===== config.mk =====
export PLATFORM = sky130hd
export DESIGN_NAME = node_param
export DESIGN_NICKNAME = d
export VERILOG_FILES = /design/src/rtl/node_pkg.sv /design/src/rtl/node_mac.sv /design/src/rtl/node_param.sv
export SDC_FILE = /design/constraint.sdc
export NUM_CORES = 1
export LEC_CHECK = 0
export BUFFER_PORTS_ARGS = -buffer_cell sky130_fd_sc_hd__buf_2
export CORE_MARGIN = 4
export CORE_UTILIZATION = 62
export CTS_BUF_LIST = sky130_fd_sc_hd__clkbuf_16
export DETAILED_ROUTE_END_ITERATION = 16
export PLACE_DENSITY = 0.82
export SYNTH_ARGS = -nofsm -noshare
export SYNTH_HDL_FRONTEND = slang
export SYNTH_SLANG_ARGS = --single-unit

===== constraint.sdc =====
create_clock -name clk -period 7.2 [get_ports clk]
set_input_delay 2.16 -clock clk [delete_from_list [all_inputs] [get_ports clk]]
set_output_delay 2.16 -clock clk [all_outputs]
set_load 0.005 [all_outputs]

===== src/rtl/node_pkg.sv =====
// Shared types and helpers for the neuron node: FSM states, mode encodings and
// a saturating adder that clamps a wide sum into an ACC_W-bit signed range.
package node_pkg;

    typedef enum logic [1:0] {
        IDLE = 2'd0,
        MAC  = 2'd1,
        FIRE = 2'd2
    } state_e;

    localparam logic MODE_THRESH = 1'b0;
    localparam logic MODE_IAF    = 1'b1;

    localparam int SAT_W = 32;

    // Adds two sign-extended operands and clamps the result to an acc_w-bit signed range.
    function automatic logic signed [SAT_W-1:0] sat_add(
        input logic signed [SAT_W-1:0] a,
        input logic signed [SAT_W-1:0] b,
        input int unsigned             acc_w
    );
        logic signed [SAT_W:0] sum;
        logic signed [SAT_W:0] hi;
        logic signed [SAT_W:0] lo;
        sum = {a[SAT_W-1], a} + {b[SAT_W-1], b};
        hi  = (33'sd1 <<< (acc_w - 1)) - 33'sd1;
        lo  = -(33'sd1 <<< (acc_w - 1));
        if (sum > hi) begin
            return hi[SAT_W-1:0];
        end else if (sum < lo) begin
            return lo[SAT_W-1:0];
        end else begin
            return sum[SAT_W-1:0];
        end
    endfunction

endpackage


===== src/rtl/node_mac.sv =====
// One multiply-accumulate step: unsigned input times signed weight, added to the
// accumulator with saturation. Purely combinational.
module node_mac #(
    parameter int IN_W  = 2,
    parameter int WGT_W = 4,
    parameter int ACC_W = 11
) (
    input  logic signed [ACC_W-1:0] acc_i,
    input  logic        [IN_W-1:0]  x_i,
    input  logic signed [WGT_W-1:0] w_i,
    output logic signed [ACC_W-1:0] acc_o
);
    import node_pkg::*;

    logic signed [IN_W+WGT_W:0] prod_d;

    // Zero-extend the input so it multiplies as a non-negative signed value.
    always_comb begin
        prod_d = $signed({1'b0, x_i}) * w_i;
        acc_o  = ACC_W'(sat_add(SAT_W'(acc_i), SAT_W'(prod_d), ACC_W));
    end

endmodule


===== src/rtl/node_param.sv =====
// Parametrised neuron node: serial weighted sum of NUM_IN inputs compared against a
// threshold, with a per-sample mode and a leaky integrate-and-fire mode.
module node_param #(
    parameter int NUM_IN   = 5,
    parameter int IN_W     = 2,
    parameter int WGT_W    = 4,
    parameter int WGT_INIT = 1,
    parameter int ACC_W    = IN_W + WGT_W + $clog2(NUM_IN) + 2,
    parameter int THRESH   = 4,
    parameter int LEAK_SH  = 2,
    localparam int AW      = $clog2(NUM_IN)
) (
    input  logic                   clk,
    input  logic                   rst,
    input  logic                   mode,
    input  logic [NUM_IN*IN_W-1:0] in_bus,
    input  logic                   in_valid,
    output logic                   in_ready,
    input  logic                   wgt_we,
    input  logic [AW-1:0]          wgt_addr,
    input  logic [WGT_W-1:0]       wgt_data,
    output logic                   wgt_err,
    output logic                   out,
    output logic                   out_valid,
    output logic [ACC_W-1:0]       acc_out
);
    import node_pkg::*;

    localparam logic signed [ACC_W-1:0] THRESH_C = ACC_W'(THRESH);
    localparam logic signed [WGT_W-1:0] WINIT_C  = WGT_W'(WGT_INIT);

    state_e                   state_q;
    logic [AW-1:0]            ch_q;
    logic signed [WGT_W-1:0]  w_q [NUM_IN];
    logic [NUM_IN*IN_W-1:0]   in_q;
    logic                     mode_q;
    logic signed [ACC_W-1:0]  acc_q;
    logic signed [ACC_W-1:0]  acc_out_q;
    logic                     in_ready_q;
    logic                     out_q;
    logic                     out_valid_q;
    logic                     wgt_err_q;

    logic [IN_W-1:0]          x_d;
    logic signed [WGT_W-1:0]  w_d;
    logic signed [ACC_W-1:0]  acc_mac_d;
    logic signed [ACC_W-1:0]  leak_d;
    logic signed [ACC_W-1:0]  fire_sub_d;
    logic                     wgt_ok_d;

    // Operand selection for the current channel, leak and reset-by-subtraction values.
    always_comb begin
        x_d        = in_q[ch_q*IN_W +: IN_W];
        w_d        = w_q[ch_q];
        leak_d     = acc_q - (acc_q >>> LEAK_SH);
        fire_sub_d = ACC_W'(sat_add(SAT_W'(acc_q), SAT_W'(-THRESH), ACC_W));
        wgt_ok_d   = (state_q == IDLE) && (32'(wgt_addr) < NUM_IN);
    end

    node_mac #(
        .IN_W  (IN_W),
        .WGT_W (WGT_W),
        .ACC_W (ACC_W)
    ) u_mac (
        .acc_i (acc_q),
        .x_i   (x_d),
        .w_i   (w_d),
        .acc_o (acc_mac_d)
    );

    // Node FSM, weight file and registered outputs.
    always_ff @(posedge clk) begin
        if (rst) begin
            state_q     <= IDLE;
            ch_q        <= '0;
            in_q        <= '0;
            mode_q      <= MODE_THRESH;
            acc_q       <= '0;
            acc_out_q   <= '0;
            in_ready_q  <= 1'b1;
            out_q       <= 1'b0;
            out_valid_q <= 1'b0;
            wgt_err_q   <= 1'b0;
            for (int k = 0; k < NUM_IN; k++) begin
                w_q[k] <= WINIT_C;
            end
        end else begin
            out_valid_q <= 1'b0;
            wgt_err_q   <= 1'b0;
            if (wgt_we) begin
                if (wgt_ok_d) begin
                    w_q[wgt_addr] <= wgt_data;
                end else begin
                    wgt_err_q <= 1'b1;
                end
            end
            case (state_q)
                IDLE: begin
                    if (in_valid) begin
                        in_q       <= in_bus;
                        mode_q     <= mode;
                        ch_q       <= '0;
                        in_ready_q <= 1'b0;
                        state_q    <= MAC;
                        acc_q      <= (mode == MODE_IAF) ? leak_d : '0;
                    end
                end
                MAC: begin
                    acc_q <= acc_mac_d;
                    if (ch_q == AW'(NUM_IN - 1)) begin
                        state_q <= FIRE;
                    end else begin
                        ch_q <= ch_q + AW'(1);
                    end
                end
                FIRE: begin
                    out_q       <= (acc_q >= THRESH_C);
                    acc_out_q   <= acc_q;
                    out_valid_q <= 1'b1;
                    in_ready_q  <= 1'b1;
                    state_q     <= IDLE;
                    // Integrate-and-fire keeps the residue above threshold after firing.
                    if ((mode_q == MODE_IAF) && (acc_q >= THRESH_C)) begin
                        acc_q <= fire_sub_d;
                    end
                end
                default: begin
                    state_q    <= IDLE;
                    in_ready_q <= 1'b1;
                end
            endcase
        end
    end

    assign in_ready  = in_ready_q;
    assign out       = out_q;
    assign out_valid = out_valid_q;
    assign acc_out   = acc_out_q;
    assign wgt_err   = wgt_err_q;

endmodule

* Yosys cells after proc, flatten, opt, wreduce, memory -nomap -nowiden
Memory sizes are Yosys's and may differ from the RTL's. A register that Yosys moved wholly into a read port is not among the register bits.
Cells that the tools add are included.
W data, S select, Z words.
** Cells by class
- Reductions and logical operators :: 12
- $mul :: 1
- Shift operators :: 1
- Muxes and demuxes :: 29
- Add/sub/neg operators :: 4
- Equal/unequal tests :: 7
- Magnitude comparators :: 6
- Bitwise operators :: 2
** Operators with widths (count)
- $mux W11 :: 7
- $pmux W11 S3 :: 1
- $gt A12 B11 Y1 const B :: 2
- $lt A12 B11 Y1 const B :: 2
- $mux W3 :: 5
- $add A11 B3 Y12 const B :: 1
- $add A11 B7 Y12 :: 1
- $ge A11 B4 Y1 const B :: 1
- $sub A11 B9 Y11 :: 1
- $mux W1 :: 10
- $shiftx A10 B5 Y2 :: 1
- $ne A2 B2 Y1 const B :: 4
- $mul A3 B4 Y7 :: 1
- $pmux W3 S2 :: 1
- $reduce_and A2 Y1 :: 3
- $reduce_and A3 Y1 :: 2
- $mux W2 :: 2
- $mux W4 :: 1
- $pmux W2 S2 :: 1
- $reduce_or A4 Y1 :: 1
- $add A3 B1 Y3 const B :: 1
- $eq A3 B3 Y1 const B :: 1
- $lt A3 B3 Y1 const B :: 1
- $reduce_bool A3 Y1 :: 1
- other kinds (8) :: 10
** Storage, ports and cells
- Output and inout port bits :: 15
- RAM bits :: 20
- Input port bits :: 22
- Memories kept :: 1
- Bits in registers :: 42
- Logic and storage cells :: 73
** Memories
- w_q :: depth 5, width 4, rd ports 1, clocked after memory_dff 1, write ports 5, RTL line node_param.sv:34 : logic signed [WGT_W-1:0] w_q [NUM_IN];

* Longest topological paths before layout
Gate-level depths: netlist (run 1).
- Depth after elaboration :: 8
- Gate-level depth with buffers :: 18
- Mapped depth without buffers :: 17

* Hierarchy
A second synthesis (run 1) with hierarchy kept.
** Second synthesis, totals
- Cell total of the unflattened synthesis :: 560
- Area, all modules :: 5256.3 µm²
** By module, submodules not included
- node_param :: area an instance 4271.6 µm², cells an instance 428, sequential area each 1861.8 µm², times used 1
- node_mac :: area an instance 984.7 µm², cells an instance 132, sequential area each 0.0 µm², times used 1

* Least setup slack after synthesis (run 1)
Ideal clock, no wire load.
- Path kind :: register -> register
- Start :: reg with a tool-made name
- End :: reg acc_q[4]
- Data arrival time :: 4.504 ns
- Setup time :: 0.114 ns
- Slack :: 2.582 ns
- Clock period less this slack :: 4.618 ns
- Buffers on the path :: 1
- Stages on the path, launching flop included :: 16
- Required time :: 7.086 ns
- Path through :: dfxtp_1 -> clkbuf_1 -> mux4_2 -> mux2i_1 -> nor2_1 -> ha_1 -> fa_1 -> inv_1 -> fa_1 -> and2b_1 -> o2111ai_1 -> and4b_1 -> or3b_4 -> a31oi_1 -> o211ai_1 -> a2111oi_0
** RTL lines
- to (signal assigned) :: RTL line node_param.sv:105 : acc_q <= (mode == MODE_IAF) ? leak_d : '0;
- to (signal assigned) :: RTL line node_param.sv:109 : acc_q <= acc_mac_d;
- to (signal assigned) :: RTL line node_param.sv:124 : acc_q <= fire_sub_d;
- to (decl) :: RTL line node_param.sv:37 : logic signed [ACC_W-1:0] acc_q;

* Worst setup path in the final report (run 1)
- Start :: reg ch_q[0]
- End :: reg acc_q[4]
** On the way
- Longest elaborated chain between the ends :: 7
- Elaborated cells between the ends (all ways) :: 8
- Those cells by class :: add/sub: 1; mul: 1; order compare: 2; shift: 1; mux: 3
** Ends and longest elaborated chain
- from (decl) :: RTL line node_param.sv:33 : logic [AW-1:0] ch_q;
- from (signal assigned) :: RTL line node_param.sv:113 : ch_q <= ch_q + AW'(1);
- $shiftx A10 B5 Y2 (*) :: RTL line node_param.sv:53 : x_d = in_q[ch_q*IN_W +: IN_W];
- $mul A3 B4 Y7 (*) :: RTL line node_mac.sv:19 : prod_d = $signed({1'b0, x_i}) * w_i;
- $add A11 B7 Y12 (*) :: RTL line node_pkg.sv:25 : sum = {a[SAT_W-1], a} + {b[SAT_W-1], b};
- $lt A12 B11 Y1 :: RTL line node_pkg.sv:30 : end else if (sum < lo) begin
- $mux W11 :: RTL line node_pkg.sv:30
- $mux W11 (*) :: RTL line node_pkg.sv:28 : if (sum > hi) begin
- $pmux W11 S3 (*) :: RTL line node_param.sv:97 : case (state_q)
Mark *: on every way between the ends. The rest lies on a longest branch, timed or not.
A chain may end at the register's enable or synchronous reset.

==> results of run 1 <==
[state kept, by name, indices dropped and copies added, names as in the netlist, named ones only]
signal	cells
w_q	32
acc_out	11
acc_q	11
in_q	10
ch_q	3
state_q	2
in_ready	1
mode_q	1
out	1
out_valid	1
wgt_err	1
[worst min path at each step]
stage / from / endpoint / cells after the start
after floorplan: in_q[4] / in_q[4] / 2
after global placement: mode_q / mode_q / 2
after detailed placement: in_q[1] / in_q[1] / 2
after CTS: in_q[1] / in_q[1] / 2
after global routing: mode_q / mode_q / 2
final: in_q[1] / in_q[1] / 2
[power groups by stage]
| stage | Sequential [mW] | Clock (mW) | Combinational [mW] |
|---|---|---|---|
| finish | 0.552 | 0.448 | 0.658 |
| global route | 0.558 | 0.471 | 0.727 |
| CTS | 0.551 | 0.449 | 0.646 |
| detailed placement | 0.560 | 0 | 0.637 |
| global placement | 0.558 | 0 | 0.612 |
| floorplan | 0.524 | 0 | 0.529 |
[stage by stage]
| stage | worst slack, ps | hold WS, ps |
|---|---|---|
| after floorplan | 2580 | 433 |
| after detailed placement | 2190 | 448 |
| final | 2140 | 457 |
| after global routing | 1830 | 480 |
| after global placement | 2400 | 446 |
| after CTS | 2150 | 458 |
[layout by cell type (no fill, tap or decap), drive strengths merged, types with 8 or more instances in the layout]
master,instances
nor2b,9
inv,44
mux4,10
nand2b,14
nor3,11
nand3,15
a31oi,8
buf,36
xnor2,16
o21ai,16
clkbuf,10
nand2,47
mux2i,18
ha,44
edfxtp,32
conb,12
and2,13
a21oi,28
dfxtp,45
nor2,43
a211oi,8
[cell type report]
type                            count  area (sq um)
Timing Repair Buffer               36           180
Sequential cell                    77          1860
Clock inverter                      6          43.8
Clock buffer                       10           250
Fill cell                         597          2190
Inverter                           41           154
Tap cell                          102           128
Multi-Input combinational cell    411          3040
[kinds of logic (layout without fill, tap and decap cells)]
kind of cell / count (synthesis) / after routing / synth area share
flip-flops: 77 / 77 / 0.365
adder cells (fa/ha/maj): 50 / 50 / 0.129
other: 1 / 12 / 0.000735
AND/OR/NAND/NOR: 192 / 192 / 0.196
buffers and inverters: 60 / 93 / 0.0476
XOR/XNOR: 23 / 23 / 0.0395
AO/OA/AOI/OAI: 106 / 106 / 0.143
multiplexers: 28 / 28 / 0.0794
[routing by layer]
metal	GRT usage	wire, um	vias up
met5	0	0	-
met4	0.124	495	0
met3	0.0446	603	44
met2	0.435	5880	147
met1	0.317	4940	1979
li1	-	-	2007
[worst max-delay path, cell delays in order (launching register included)]
cell and delay (ps):
dfxtp_1 440, mux4_2 530, nor2b_1 140, a31oi_1 340, nor2_1 100, ha_1 320, fa_1 560, inv_1 90
fa_1 460, and2b_1 240, o2111ai_1 150, and4b_1 250, or3b_4 410, a31oi_1 370, o211ai_1 150, a2111oi_0 380
==> impl_metrics.toml, run 1 <==
[sta]
skew_ps = 8.61
worst_pin_slew_ps = 888
fmax_mhz = 198
fin_setup_tns_ps = 0
drv_slew = 0
finalCritPeriodShare = 0.703
finalHoldViolations = 0
setup_viol = 0
relSlewSlack = 0.408
rsz0062_at_grt = "no"
finalCriticalPeriod_ps = 5060

[yosys]
ys_ff_latch = 77
synth_commonest_cells = "nand2_1, dfxtp_1, ha_1, nor2_1, inv_1"
syn_avg_cell_area_sq_um = 9.51
synth_area_leaders = "edfxtp_1, dfxtp_1, ha_1, mux4_2, mux2i_1"
ys_seq_area_frac = 0.365
yosysWarnings = 0
async_reset_ff_frac = 0
ys.flop_type = "dfxtp_1"
synth_most_common_cell = "nand2_1"
synth_cell_types = 65
synth_top_cell_area_share = 0.188
yosys.area.top_type = "edfxtp_1"
synthesis.area_sq_mm = 0.00510
synth_edf_count = 32
synthCells = 537

[floorplanning]
initial_core_util = 0.651
die_h_um = 98.7
rows = 32
core_area_sq_mm = 0.00785
dieArea_sq_mm = 0.00975
ios = 37
die_w_um = 98.7

[placed_design]
placed_area_sq_mm = 0.00537
post-place-cells = 667
hpwl_um = 8970
port_buffers = 36
routabilityCongestion = 0.959

[layout]
fin_util = 0.721
drive_above_1_share = 0.134
stdcell_count = 683
area_delta_synth_final_pct = 10.9
antenna_cells = 0
design_area_sq_mm = 0.00566
nets = 647

[critical_path]
startpoint = "ch_q[0]"
cp-endpoint = "acc_q[4]"
regToRegEndpoint = "acc_q[4]"
rrSetupSlack_ps = 2140
cp_max_fo = 5
crit_type = "flip-flop to flip-flop"
crit_path_end_kind = "flip-flop"
crit_path_start_kind = "flip-flop"
cp.required_ps = 7420
r2r-start = "ch_q[0]"
crit_arrival_ps = 5280
reg2reg_depth = 15

[clock_tree]
root_buffer = "clkbuf_16"
cts_tree = "built"
holdBufCountCts = 0
clock_sinks = 77
clk_pin_slew_ps = 70
numCtsBuffers = 9
h-tree-depth = 3
post_cts_buffers = 0
clock_path_buffers = 2
clock_latency_ps = 340
cts_resized = 0

[route]
drtAntennaViolNets = 0
drc = 0
wirelength_um = 11900
wire_per_inst_um = 17.4
vias = 4177
dr.pass1.iters = 5
viasPerCell = 6.12
drtIter0Drc = 216

[global_routing]
grt_pass1_wl_um = 20300
grt_max_degree = 42
antenna_found_initial = 0
grt_usage = 0.257
grt_pass1_vias = 4248
grt.overflow.total = 0

[power]
swShare = 0.380
power_frac_comb = 0.397
power_leakage_nw = 2.38
ir_worst_vdd_mv = 0.158
p_switching_mw = 0.630
internal-power_mw = 1.03
finalPower_mw = 1.66
power_density_mw_per_mm2 = 293
seqPwrFrac = 0.333
clock_power_share = 0.270

[run_status]
status = "completed"

[min_path]
hp-class = "flip-flop to flip-flop"

[flow_run]
maxCapViolCount = 0
(Power assumes the default switching activity.)
==> inputs of run 2 (changes only) <==
--- a/config.mk
+++ b/config.mk
@@ -5,12 +5,13 @@
 export SDC_FILE = /design/constraint.sdc
 export NUM_CORES = 1
 export LEC_CHECK = 0
+export ABC_AREA = 1
 export BUFFER_PORTS_ARGS = -buffer_cell sky130_fd_sc_hd__buf_2
 export CORE_MARGIN = 4
-export CORE_UTILIZATION = 62
+export CORE_UTILIZATION = 55
 export CTS_BUF_LIST = sky130_fd_sc_hd__clkbuf_16
 export DETAILED_ROUTE_END_ITERATION = 16
-export PLACE_DENSITY = 0.82
+export PLACE_DENSITY = 0.77
 export SYNTH_ARGS = -nofsm -noshare
 export SYNTH_HDL_FRONTEND = slang
 export SYNTH_SLANG_ARGS = --single-unit
==> constraint.sdc (replaced) <==
create_clock -name clk -period 4.1 [get_ports clk]
set_input_delay 1.23 -clock clk [delete_from_list [all_inputs] [get_ports clk]]
set_output_delay 1.23 -clock clk [all_outputs]
set_load 0.005 [all_outputs]
==> run 2 against run 1 <==
  * Synthesized area up 1.7%
  * Total power grew 90%
  * Clock-buffer cell count decreased by 1
  * Worst hold slack improved by 1.1 ps
  * Die area increased by 13%
  * Sequential power up 70%
  * Register-to-register slack got worse by 1800 ps
  * Routed wire length grew 8.1%
  * Highest routed layer unchanged
==> impl_metrics.toml, run 2 <==
[placed_design]
port_buffers = 36
hpwl_um = 9650
routabilityCongestion = 0.928
dp_slack_ps = 108
placed_area_sq_mm = 0.00550
post-place-cells = 822

[yosys]
ys_seq_area_frac = 0.359
ys_ff_latch = 77
synth_edf_count = 32
synthCells = 677
synth_commonest_cells = "nand2_1, inv_1, nor2_1, a21oi_1, o21ai_0"
synth_most_common_cell = "nand2_1"
synth_cell_types = 46
synth_area_leaders = "edfxtp_1, dfxtp_1, ha_1, nand2_1, inv_1"
synthesis.area_sq_mm = 0.00519
syn_avg_cell_area_sq_um = 7.67
yosysWarnings = 0
yosys.area.top_type = "edfxtp_1"
async_reset_ff_frac = 0
synth_top_cell_area_share = 0.185
ys.flop_type = "dfxtp_1"

[floorplanning]
die_h_um = 105
ios = 37
die_w_um = 105
initial_core_util = 0.565
dieArea_sq_mm = 0.0111
core_area_sq_mm = 0.00920
rows = 35

[layout]
mostFrequentLayoutCells = "nand2_1, inv_1, nor2_1"
largest_reg_flops = 32
stdcell_count = 843
regMostFlops = "w_q"
nets = 798
antenna_cells = 0
area_delta_synth_final_pct = 13.1
mostFrequentLayoutCell = "nand2_1"
design_area_sq_mm = 0.00587
fin_util = 0.639
drive_above_1_share = 0.154

[route]
drtIter0Drc = 267
drtAntennaViolNets = 0
vias = 4710
drc = 0
wirelength_um = 12900
wire_per_inst_um = 15.3
dr.pass1.iters = 5
viasPerCell = 5.59

[power]
power_leakage_nw = 2.80
ir_worst_vdd_mv = 0.263
finalPower_mw = 3.15
power_density_mw_per_mm2 = 537

[min_path]
hp-class = "flip-flop to flip-flop"
whs_path_depth = 2
hp-start = "mode_q"

[sta]
finalHoldViolations = 0
holdWs_ps = 458
setup_viol = 0
finalCritPeriodShare = 0.929
worst_pin_slew_ps = 1000
skew_ps = 10.4
finalCriticalPeriod_ps = 3810
fin_setup_tns_ps = 0
postLayoutSetupSlackWorst_ps = 292
fmax_mhz = 263
relSlewSlack = 0.332
drv_slew = 0

[critical_path]
regToRegEndpoint = "acc_q[9]"
crit_arrival_ps = 4040
crit_type = "flip-flop to flip-flop"
reg2reg_depth = 22
cp.required_ps = 4340
crit_path_start_kind = "flip-flop"
rrSetupSlack_ps = 290
cp-endpoint = "acc_q[9]"
crit_path_end_kind = "flip-flop"
cp_max_fo = 6

[global_routing]
grt_pass1_vias = 4525
grt_pass1_wl_um = 21300
grt_max_degree = 41
grt_usage = 0.238
antenna_found_initial = 0
grt.overflow.total = 0

[run_status]
status = "completed"

[clock_tree]
clock_sinks = 77
clock_path_buffers = 2
root_buffer = "clkbuf_16"
numCtsBuffers = 9
clock_latency_ps = 340
h-tree-depth = 3
cts_tree = "built"
clk_pin_slew_ps = 70

[flow_run]
maxCapViolCount = 0
## run 2: area by class of cell
type | instances | area, sq um
fillers | 807 | 3320
clock buffers | 9 | 225
repair inverters | 1 | 5.00
clock inverters | 7 | 78.8
flip-flops and latches | 77 | 1870
repair buffers | 43 | 236
multi-input cells | 497 | 2940
well taps | 111 | 139
inverters | 98 | 379
## run 2: kinds of logic after synthesis
| kind of cell | after synthesis | share of synthesized area |
|---|---|---|
| AOI/OAI and AO/OA | 137 | 0.155 |
| DFF | 77 | 0.359 |
| other | 1 | 0.000722 |
| and+or+nand+nor | 281 | 0.243 |
| adders and majority gates | 49 | 0.125 |
| muxes | 4 | 0.00795 |
| buffers and inverters | 114 | 0.0865 |
| xor gates and xnor gates | 14 | 0.0236 |
## run 2: how the worst min path moves through the flow
stage / endpoint / slack (ps)
2_1_floorplan: in_q[4] / 420
3_3_place_gp: in_q[4] / 440
3_5_place_dp: mode_q / 450
4_1_cts: mode_q / 460
5_1_grt: mode_q / 500
6_report: mode_q / 460
## run 2: layer usage
metal  up-vias  share of wire  track usage
met3        36          0.060       0.0482
met4         0          0.034        0.104
met2       166           0.47        0.396
met5         -              0            0
met1      2167           0.43        0.298
li1       2341              -            -
## run 2: critical path, cell delays in order (launching register included)
cell and delay (ps):
dfxtp_2 390, clkinvlp_4 150, buf_4 170, nor2_1 80
o32ai_1 80, o21ai_0 290, nor2_1 80, ha_1 310
fa_1 560, inv_1 70, fa_1 450, inv_1 120
nand3_1 80, nand3_1 120, nand4_1 140, nand3_1 100
nand2_1 90, nand3_1 90, nand3_1 70, nand2_1 70
nand3_1 70, nand2_1 70, inv_1 30
## run 2: power by group
group | total [mW] | internal (mW) | leakage [nW] | switching (mW)
combinational | 1.38 | 0.497 | 1.97 | 0.880
clock | 0.835 | 0.481 | 0.151 | 0.354
sequential | 0.941 | 0.862 | 0.678 | 0.0794
## run 2: repair_timing
| item | 4_1_cts | 5_1_grt |
|---|---|---|
| buffers inserted | 0 | 4 |
| setup endpoints to repair | 0 | 11 |
| hold buffers | 0 | 0 |
| gates resized for setup | 0 | 14 |
